## src/rtl/xge_pkt_gen.sv

```systemverilog
// xge_pkt_gen: tester traffic generator for the MAC pkt_tx_* interface.
// Builds DA/SA/EtherType/seq/incrementing-payload frames with gap and backpressure.
module xge_pkt_gen #(
    parameter int MIN_LEN = 60,
    parameter int MAX_LEN = 9600
) (
    input  logic        clk_156,
    input  logic        async_reset_n,
    input  logic        start,
    input  logic        stop,
    input  logic [13:0] cfg_len,
    input  logic [7:0]  cfg_ipg,
    input  logic [31:0] cfg_num_pkts,
    input  logic [47:0] cfg_dst_mac,
    input  logic [47:0] cfg_src_mac,
    input  logic [15:0] cfg_ethertype,
    input  logic        pkt_tx_full,
    output logic [63:0] pkt_tx_data,
    output logic        pkt_tx_val,
    output logic        pkt_tx_sop,
    output logic        pkt_tx_eop,
    output logic [2:0]  pkt_tx_mod,
    output logic        busy,
    output logic        done,
    output logic [31:0] pkt_cnt
);

    typedef enum logic [1:0] {
        IDLE,
        SEND,
        IPG,
        DONE
    } state_t;

    state_t      state_q, state_d;
    logic [10:0] widx_q, widx_d;
    logic [10:0] last_q, last_d;
    logic [13:0] len_q, len_d;
    logic [7:0]  ipg_q, ipg_d;
    logic [7:0]  gap_q, gap_d;
    logic [31:0] num_q, num_d;
    logic [47:0] da_q, da_d;
    logic [47:0] sa_q, sa_d;
    logic [15:0] type_q, type_d;
    logic        stop_q, stop_d;
    logic [63:0] data_q, data_d;
    logic        val_q, val_d;
    logic        sop_q, sop_d;
    logic        eop_q, eop_d;
    logic [2:0]  mod_q, mod_d;
    logic        busy_q, busy_d;
    logic        done_q, done_d;
    logic [31:0] cnt_q, cnt_d;

    logic [13:0]  len_clamp;
    logic [63:0]  word;
    logic [143:0] hdr;
    logic [143:0] hdr_sh;
    logic [13:0]  k;
    logic [7:0]   b;
    logic         stop_pend;
    logic         last_word;

    // Clamp the requested length into the legal frame range
    always_comb begin
        len_clamp = cfg_len;
        if (cfg_len < 14'(MIN_LEN)) begin
            len_clamp = 14'(MIN_LEN);
        end else if (cfg_len > 14'(MAX_LEN)) begin
            len_clamp = 14'(MAX_LEN);
        end
    end

    // Assemble the 8 bytes of the current word; header bytes come from a
    // shifted DA/SA/type/seq vector, the rest is the byte-index payload
    always_comb begin
        hdr    = {da_q, sa_q, type_q, cnt_q};
        word   = '0;
        k      = '0;
        b      = '0;
        hdr_sh = '0;
        for (int j = 0; j < 8; j++) begin
            k      = {widx_q, 3'b000} + 14'(j);
            hdr_sh = hdr << {k, 3'b000};
            if (k >= len_q) begin
                b = 8'h00;
            end else if (k < 14'd18) begin
                b = hdr_sh[143:136];
            end else begin
                b = k[7:0] - 8'd18;
            end
            word = {word[55:0], b};
        end
    end

    // Next-state and registered-output logic of the generator FSM
    always_comb begin
        state_d   = state_q;
        widx_d    = widx_q;
        last_d    = last_q;
        len_d     = len_q;
        ipg_d     = ipg_q;
        gap_d     = gap_q;
        num_d     = num_q;
        da_d      = da_q;
        sa_d      = sa_q;
        type_d    = type_q;
        stop_d    = stop_q;
        data_d    = '0;
        val_d     = 1'b0;
        sop_d     = 1'b0;
        eop_d     = 1'b0;
        mod_d     = 3'd0;
        busy_d    = busy_q;
        done_d    = 1'b0;
        cnt_d     = cnt_q;
        stop_pend = stop_q | stop;
        last_word = (widx_q == last_q);

        unique case (state_q)
            IDLE: begin
                stop_d = 1'b0;
                if (start) begin
                    len_d   = len_clamp;
                    last_d  = 11'((len_clamp - 14'd1) >> 3);
                    ipg_d   = cfg_ipg;
                    num_d   = cfg_num_pkts;
                    da_d    = cfg_dst_mac;
                    sa_d    = cfg_src_mac;
                    type_d  = cfg_ethertype;
                    widx_d  = '0;
                    cnt_d   = '0;
                    busy_d  = 1'b1;
                    state_d = SEND;
                end
            end
            SEND: begin
                stop_d = stop_pend;
                if (!pkt_tx_full) begin
                    val_d  = 1'b1;
                    data_d = word;
                    sop_d  = (widx_q == '0);
                    if (last_word) begin
                        eop_d  = 1'b1;
                        mod_d  = len_q[2:0];
                        cnt_d  = cnt_q + 32'd1;
                        widx_d = '0;
                        if (stop_pend ||
                            (num_q != '0 && cnt_q + 32'd1 == num_q)) begin
                            state_d = DONE;
                        end else if (ipg_q == 8'd0) begin
                            state_d = SEND;
                        end else begin
                            state_d = IPG;
                            gap_d   = ipg_q;
                        end
                    end else begin
                        widx_d = widx_q + 11'd1;
                    end
                end
            end
            IPG: begin
                stop_d = stop_pend;
                if (stop_pend) begin
                    state_d = DONE;
                end else if (!pkt_tx_full) begin
                    if (gap_q == 8'd1) begin
                        state_d = SEND;
                    end else begin
                        gap_d = gap_q - 8'd1;
                    end
                end
            end
            DONE: begin
                done_d  = 1'b1;
                busy_d  = 1'b0;
                stop_d  = 1'b0;
                state_d = IDLE;
            end
            default: begin
                state_d = IDLE;
            end
        endcase
    end

    // State, latched configuration and output registers
    always_ff @(posedge clk_156 or negedge async_reset_n) begin
        if (!async_reset_n) begin
            state_q <= IDLE;
            widx_q  <= '0;
            last_q  <= '0;
            len_q   <= '0;
            ipg_q   <= '0;
            gap_q   <= '0;
            num_q   <= '0;
            da_q    <= '0;
            sa_q    <= '0;
            type_q  <= '0;
            stop_q  <= 1'b0;
            data_q  <= '0;
            val_q   <= 1'b0;
            sop_q   <= 1'b0;
            eop_q   <= 1'b0;
            mod_q   <= '0;
            busy_q  <= 1'b0;
            done_q  <= 1'b0;
            cnt_q   <= '0;
        end else begin
            state_q <= state_d;
            widx_q  <= widx_d;
            last_q  <= last_d;
            len_q   <= len_d;
            ipg_q   <= ipg_d;
            gap_q   <= gap_d;
            num_q   <= num_d;
            da_q    <= da_d;
            sa_q    <= sa_d;
            type_q  <= type_d;
            stop_q  <= stop_d;
            data_q  <= data_d;
            val_q   <= val_d;
            sop_q   <= sop_d;
            eop_q   <= eop_d;
            mod_q   <= mod_d;
            busy_q  <= busy_d;
            done_q  <= done_d;
            cnt_q   <= cnt_d;
        end
    end

    assign pkt_tx_data = data_q;
    assign pkt_tx_val  = val_q;
    assign pkt_tx_sop  = sop_q;
    assign pkt_tx_eop  = eop_q;
    assign pkt_tx_mod  = mod_q;
    assign busy        = busy_q;
    assign done        = done_q;
    assign pkt_cnt     = cnt_q;

endmodule

```

## config.mk

```make
export PLATFORM = sky130hd
export DESIGN_NAME = xge_pkt_gen
export DESIGN_NICKNAME = d
export VERILOG_FILES = /design/src/rtl/xge_pkt_gen.sv
export SDC_FILE = /design/constraint.sdc
export NUM_CORES = 1
export LEC_CHECK = 0
export CORE_MARGIN = 1
export CORE_UTILIZATION = 40
export CTS_BUF_LIST = sky130_fd_sc_hd__clkbuf_4 sky130_fd_sc_hd__clkbuf_8
export CTS_CLUSTER_DIAMETER = 200
export DETAILED_ROUTE_END_ITERATION = 8
export GPL_ROUTABILITY_DRIVEN = 0
export RECOVER_POWER = 100
export REMOVE_ABC_BUFFERS = 1
export SETUP_SLACK_MARGIN = 0.3
export SYNTH_ARGS = -nofsm -noshare
export SYNTH_HDL_FRONTEND = slang
export SYNTH_SLANG_ARGS = --single-unit
```

## constraint.sdc

```tcl
create_clock -name clk_156 -period 4.02 [get_ports clk_156]
set_input_delay 0.402 -clock clk_156 [delete_from_list [all_inputs] [get_ports clk_156]]
set_output_delay 0.402 -clock clk_156 [all_outputs]
set_load 0.02 [all_outputs]
```

==> run metrics, run 1 <==
number of top-level pins=275; placed inst area=~19000 um^2; WP depth=10; initial antenna violation count=0; worst-path cell with the longest stage delay=nor4_1; global-route wire length before repair=between 70000 and 80000 um; Worst path most repeated cell=nor4_1; Crit Path Max Fanout=11; die height=just under 200 um; root buffer cell=clkbuf_8; Seq cells post-synth=about 300; leading area contributor after synthesis=dfrtp_1; post-route core utilization=about 53%; Num CTS Buffers=55; DRC=0; asr flop ratio synth=between 90% and 100%; grt ovf=0; final hold vios=0; Largest delay share family, worst path=simple AND/OR/NAND/NOR gates; Slew @ Worst Pin=2.04 ns; fillers=roughly 3600; crit path DAT=just over 4 ns; Clock Path Buffers=3; Fmax=between 0.2 and 0.3 GHz; Avg Inst Size Synth=between 8 and 9 um^2; Worst Path Buf+Inv=1; Die Wd=slightly below 200 um; Synth warnings=0; Routed WL=49300 um; Synth top area share=49.3%; Primary FF master, synth=dfrtp_1; DP Cell Count=roughly 2500; number of global-route vias before repair=about 13000; # Max-Cap Violations=6; GRT Total Usage=between 20% and 30%; clock latency on the worst-skew pair=between 0.6 and 0.7 ns; Final Skew=between 0.04 and 0.05 ns; core area=around 38000 um^2; top cells by area, synth=dfrtp_1 49%, nand2_1 13%, o21ai_0 2.8%; failing checks=capacitance limit, slew limit; Req. time, crit path=4.54 ns; Clock transition at path regs=~0.060 ns; critical path class=flop to flop; # port buffers=274; max incr delay on CP=between 0.6 and 0.7 ns; Initial Util=40.7%; standard-cell rows=slightly above 70; post-route setup slack=roughly 0.39 ns; # clock sinks=slightly above 300; unrepaired setup endpoints after global routing=false; first drt pass iteration count=6; die area=a little under 40000 um^2; EDFF count, synth=0; Syn Inst Count=roughly 1700; Final TNS setup=0 ns; crit path capture type=flop; Netlist cell types=77; Worst Hold Path Cells=3; CTS tree=yes; Static Leak=approximately 9.5 nW; Avg Vias per Cell=about 5.3; Tmin final=3.63 ns; Slew headroom=-35.8%; Post-Place Worst Slack=roughly 0.32 ns; nets@finish=~2200; Pwr Density=roughly 660 nW/um^2; Pins Over Slew Limit=approximately 380; Post-Synthesis Cell Area=15400 um^2; most frequent cells in the layout=519 x nand2_1, 300 x dfrtp_1, 168 x clkdlybuf4s50_1; Antenna Nets Post-Route=0; commonest non-fill, non-tap cell in the layout=nand2_1; critical path, cell by cell=nand4_1 > nor4_1 > o22ai_1 > a211oi_1 > nand4_1 > nor4_1 > a41o_2 > clkbuf_4 > nor4_1 > a211o_1; sequential area share after synthesis=around half; DR vias=between 10000 and 15000; peak supply drop=~0.36 mV; H-tree Lvls=2; non-filler cells, final=2563; Worst Hold Class=input pin to flop; First DRT Iteration DRCs=roughly 1000; Syn-to-layout area delta=29.2%; Worst setup SP type=flop; layout cells sized above 1=9.06%; DP Wirelength=between 30000 and 40000 um; outcome=finished, violations left; antenna diode count=0; post-route cell area=19900 um^2; Final period util=90.2%; largest net degree at the start of global routing=around 110; setup violators final=0; R2R cell count=10; WL/cell=slightly below 20 um
-- cell type report --
cell class	instances	area, um^2	share of cell area [%]
Clock inverter	8	66.3	0.334
Tap cell	511	639	3.22
Multi-Input combinational cell	1295	7230	36.4
Inverter	41	154	0.775
Timing Repair Buffer	313	3020	15.2
Sequential cell	303	7590	38.2
Clock buffer	92	1160	5.84
-- kinds of logic after synthesis --
family / synth area share [%]
and+or+nand+nor: 25.1
DFF: 49.3
AOI/OAI and AO/OA: 12.0
buffers and inverters: 3.85
muxes: 4.36
xor gates and xnor gates: 3.42
adders and majority gates: 1.95
-- where the power goes --
part / internal [mW] / switching [mW]
logic: 1.99 / 3.06
registers: 4.12 / 0.825
clock network: 1.83 / 1.38
-- stage by stage --
| stage | power, mW | hold WS (ns) |
|---|---|---|
| final | 13.2 | 0.265 |
| after global routing | 14.1 | 0.236 |
| after CTS | 13.3 | 0.221 |
| after detailed placement | 10.1 | 0.457 |
| after global placement | 10.0 | 0.454 |
| after floorplan | 8.10 | 0.106 |
-- routing by layer --
metal	up-vias	global-route usage [%]	part of all wire [%]
li1	6518	-	-
met1	6625	35.0	44
met2	433	40.5	47
met3	85	4.38	5.9
met4	0	7.55	2.5
met5	-	0	0
-- worst register-to-register path: stages (launching register included) --
cell and delay (ns):
dfrtp_1 0.57, nand4_1 0.44, nor4_1 0.64, o22ai_1 0.19, a211oi_1 0.24, nand4_1 0.13, nor4_1 0.36, a41o_2 0.43
clkbuf_4 0.20, nor4_1 0.04, a211o_1 0.28
-- state kept, by name (all words and copies together) (netlist names), 2 cells and up --
name / flops
pkt_tx_mod: 3
len_q: 14
da_q: 48
ipg_q: 8
last_q: 11
sa_q: 48
gap_q: 8
type_q: 16
pkt_tx_data: 64
num_q: 32
pkt_cnt: 32
widx_q: 11
state_q: 2
-- cell usage after synthesis (all sizes together), types with 19 or more instances --
| cell | count |
|---|---|
| a21oi | 69 |
| nand3 | 40 |
| o21ai | 88 |
| inv | 40 |
| clkbuf | 76 |
| ha | 24 |
| buf | 28 |
| nor2 | 103 |
| dfrtp | 303 |
| nand4 | 30 |
| mux2i | 31 |
| nor4 | 41 |
| xor2 | 25 |
| nor2b | 22 |
| and3 | 19 |
| xnor2 | 35 |
| mux2 | 32 |
| nor3 | 38 |
| nand2 | 520 |
| o31ai | 29 |
-- final timing paths --
path                                         start  slack, ns                      end
setup / recovery           pkt_cnt[14]$_DFFE_PN0P_       0.39     gap_q[3]$_DFFE_PN0P_
hold / removal                     cfg_dst_mac[21]       0.26     da_q[21]$_DFFE_PN0P_
setup reg to reg           pkt_cnt[14]$_DFFE_PN0P_       0.39     gap_q[3]$_DFFE_PN0P_
hold reg to reg                da_q[7]$_DFFE_PN0P_       0.47      da_q[7]$_DFFE_PN0P_
max in group asynchronous            async_reset_n       1.22  pkt_cnt[21]$_DFFE_PN0P_
min in group asynchronous            async_reset_n       0.37     sa_q[18]$_DFFE_PN0P_
-- repair_timing --
action,CTS,global route
setup endpoints to repair,2,9
gates resized for setup,1,8
hold buffers,1,0
endpoints found under the hold margin,105,0
setup buffers,0,8
pin swaps,0,3
Note: power is estimated with default switching activity, not from simulation.
==> run 2, diff against run 1 <==
GPL_TIMING_DRIVEN = 0   (was default)
==> run metrics, run 2 (synthesis results as in run 1) <==
fillers=3561 (was 3578); Worst Hold Class=input pin to flop (unchanged); # clock sinks=303 (unchanged); Clock Path Buffers=3 (unchanged); peak supply drop=0.426 mV (was 0.362 mV); multi-input logic area=7310 um^2 (was 7230 um^2); grt ovf=0 (unchanged); number of top-level pins=275 (unchanged); unrepaired setup endpoints after global routing=false (unchanged); die height=198 um (unchanged); RR Endpoint=gap_q[6]$_DFFE_PN0P_ (was gap_q[3]$_DFFE_PN0P_); Req. time, crit path=4.53 ns (was 4.54 ns); Worst Hold Slack=0.271 ns (was 0.265 ns); sequential power share=38.1% (was 37.5%); sw frac=40.1% (was 39.9%); Worst setup SP type=flop (unchanged); first drt pass iteration count=5 (was 6); global-route wire length before repair=74900 um (was 76400 um); Final period util=92.6% (was 90.2%); Slew @ Worst Pin=2.01 ns (was 2.04 ns); WL/cell=19.2 um (about the same); hold_sp=cfg_num_pkts[12] (was cfg_dst_mac[21]); GRT Total Usage=24.8% (was 25.3%); Pwr Density=652 nW/um^2 (was 665 nW/um^2); H-tree Lvls=2 (unchanged); Crit Path Max Fanout=14 (was 11); Clock Power Share=23.4% (was 24.3%); Static Leak=9.40 nW (was 9.47 nW); Num CTS Buffers=55 (unchanged); Pins Over Slew Limit=144 (was 379); largest net degree at the start of global routing=118 (was 111); Fmax=0.269 GHz (was 0.276 GHz); First DRT Iteration DRCs=830 (was 992); nets@finish=2181 (was 2204); DP Wirelength=33700 um (was 34600 um); failing checks=capacitance limit, slew limit (unchanged); final hold vios=0 (unchanged); Clock transition at path regs=0.06 ns (about the same); most frequent cells in the layout=518 x nand2_1, 295 x dfrtp_1, 171 x clkdlybuf4s50_1 (was 519 x nand2_1, 300 x dfrtp_1, 168 x clkdlybuf4s50_1); commonest non-fill, non-tap cell in the layout=nand2_1 (unchanged); Initial Util=40.7% (unchanged); register area=7590 um^2 (about the same); max reg flops=64 (unchanged); Comb pwr share=38.5% (was 38.2%); internal reg-to-reg setup slack=0.30 ns (was 0.39 ns); DR vias=13600 (was 13700); Routed WL=48800 um (was 49300 um); Die Wd=198 um (unchanged); crit path DAT=4.23 ns (was 4.15 ns); Slew headroom=-33.7% (was -35.8%); # Max-Cap Violations=2 (was 6); Internal Pwr Total=7.74 mW (was 7.94 mW); # port buffers=274 (unchanged); outcome=finished, violations left (unchanged); crit path capture type=flop (unchanged); Antenna Nets Post-Route=0 (unchanged); layout cells sized above 1=8.85% (was 9.06%); Syn-to-layout area delta=28.8% (was 29.2%); Tmin final=3.72 ns (was 3.63 ns); CTS tree=yes (unchanged); Final TNS setup=0 ns (unchanged); Worst Hold Path Cells=3 (unchanged); number of global-route vias before repair=13100 (was 13200); switching power=5.17 mW (was 5.26 mW); initial antenna violation count=3 (was 0); clock latency on the worst-skew pair=0.66 ns (was 0.67 ns); setup violators final=0 (unchanged); Final Skew=0.0372 ns (was 0.0453 ns); critical path class=flop to flop (unchanged); worst reg2reg path startpoint=pkt_cnt[3]$_DFFE_PN0P_ (was pkt_cnt[14]$_DFFE_PN0P_); DRC=0 (unchanged); standard-cell rows=71 (unchanged); core area=37800 um^2 (unchanged); Avg Vias per Cell=5.37 (was 5.33); die area=39200 um^2 (unchanged); root buffer cell=clkbuf_8 (unchanged); R2R cell count=10 (unchanged); Min-Delay Endpoint=num_q[12]$_DFFE_PN0P_ (was da_q[21]$_DFFE_PN0P_)
run 2: cell count changes in the layout (fill, tap and decap cells not counted), moves of 5 or more:
cell      previous run  this run
buf_16               0         5
clkbuf_8            75        66
dfrtp_1            300       295
dfrtp_2              2         7
buf_4               23         7
clkbuf_1             8         0
run 2: final cells by class:
class | instances | share of cell area, %
inverter | 41 | 0.778
tap | 511 | 3.23
sequential | 303 | 38.4
clock buffer | 87 | 5.39
multi-input combinational | 1295 | 36.9
timing repair buffer | 290 | 14.9
antenna | 3 | 0.0379
clock inverter | 7 | 0.322
run 2: stage by stage:
step                      util (%)  setup WS (ns)  area, um^2  power (mW)  instances
after floorplan                  -          -2.63       14900        8.10       1639
after global placement        48.5         -11.06       18300        10.0       2424
after detailed placement      49.2         -0.704       18600        9.99       2433
after CTS                     52.4          0.308       19800        13.1       2532
after global routing          52.4          0.140       19800        13.8       2537
final                         52.4          0.296       19800        12.9       2537
run 2: timing repair:
action,in CTS,in global routing
gates resized for setup,12,16
pin swaps,1,1
hold buffers,1,0
endpoints found under the setup margin,10,42
gates cloned,0,0
endpoints found under the hold margin,72,0
setup buffers,4,2
run 2: worst max path at each step:
| stage | from | to | cells past startpoint |
|---|---|---|---|
| after global routing | pkt_cnt[2]$_DFFE_PN0P_ | gap_q[6]$_DFFE_PN0P_ | 9 |
| final | pkt_cnt[3]$_DFFE_PN0P_ | gap_q[6]$_DFFE_PN0P_ | 10 |
| after CTS | pkt_cnt[1]$_DFFE_PN0P_ | gap_q[6]$_DFFE_PN0P_ | 10 |
| after global placement | async_reset_n | type_q[15]$_DFFE_PN0P_ | 1 |
| after detailed placement | pkt_cnt[0]$_DFFE_PN0P_ | gap_q[6]$_DFFE_PN0P_ | 10 |
| after floorplan | state_q[0]$_DFFE_PN0P_ | pkt_cnt[15]$_DFFE_PN0P_ | 5 |
run 2: critical path: stages, from the launching register on:
cell     delay, ns
dfrtp_1       0.68
nand2_1       0.26
nor4_2        0.40
buf_4         0.25
nand4_1       0.29
xnor2_1       0.24
nor2_1        0.07
nor4_2        0.50
a41o_4        0.42
or2_1         0.33
o21ai_0       0.14
run 2: power groups by stage:
stage / clock [mW] / combinational [mW] / sequential (mW)
CTS: 3.11 / 5.07 / 4.92
global placement: 0 / 4.99 / 5.03
floorplan: 0 / 3.14 / 4.96
finish: 3.02 / 4.97 / 4.92
global route: 3.25 / 5.54 / 5.06
detailed placement: 0 / 5.03 / 4.96
run 2: per-layer routing:
metal / GRT usage (%) / wire length [um] / up-vias / share of wire (%)
li1: - / - / 6472 / -
met4: 9.22 / 1540 / 0 / 3.1
met2: 39.3 / 23100 / 407 / 47
met1: 34.3 / 21700 / 6669 / 44
met3: 3.95 / 2450 / 85 / 5.0
met5: 0 / 0 / - / 0
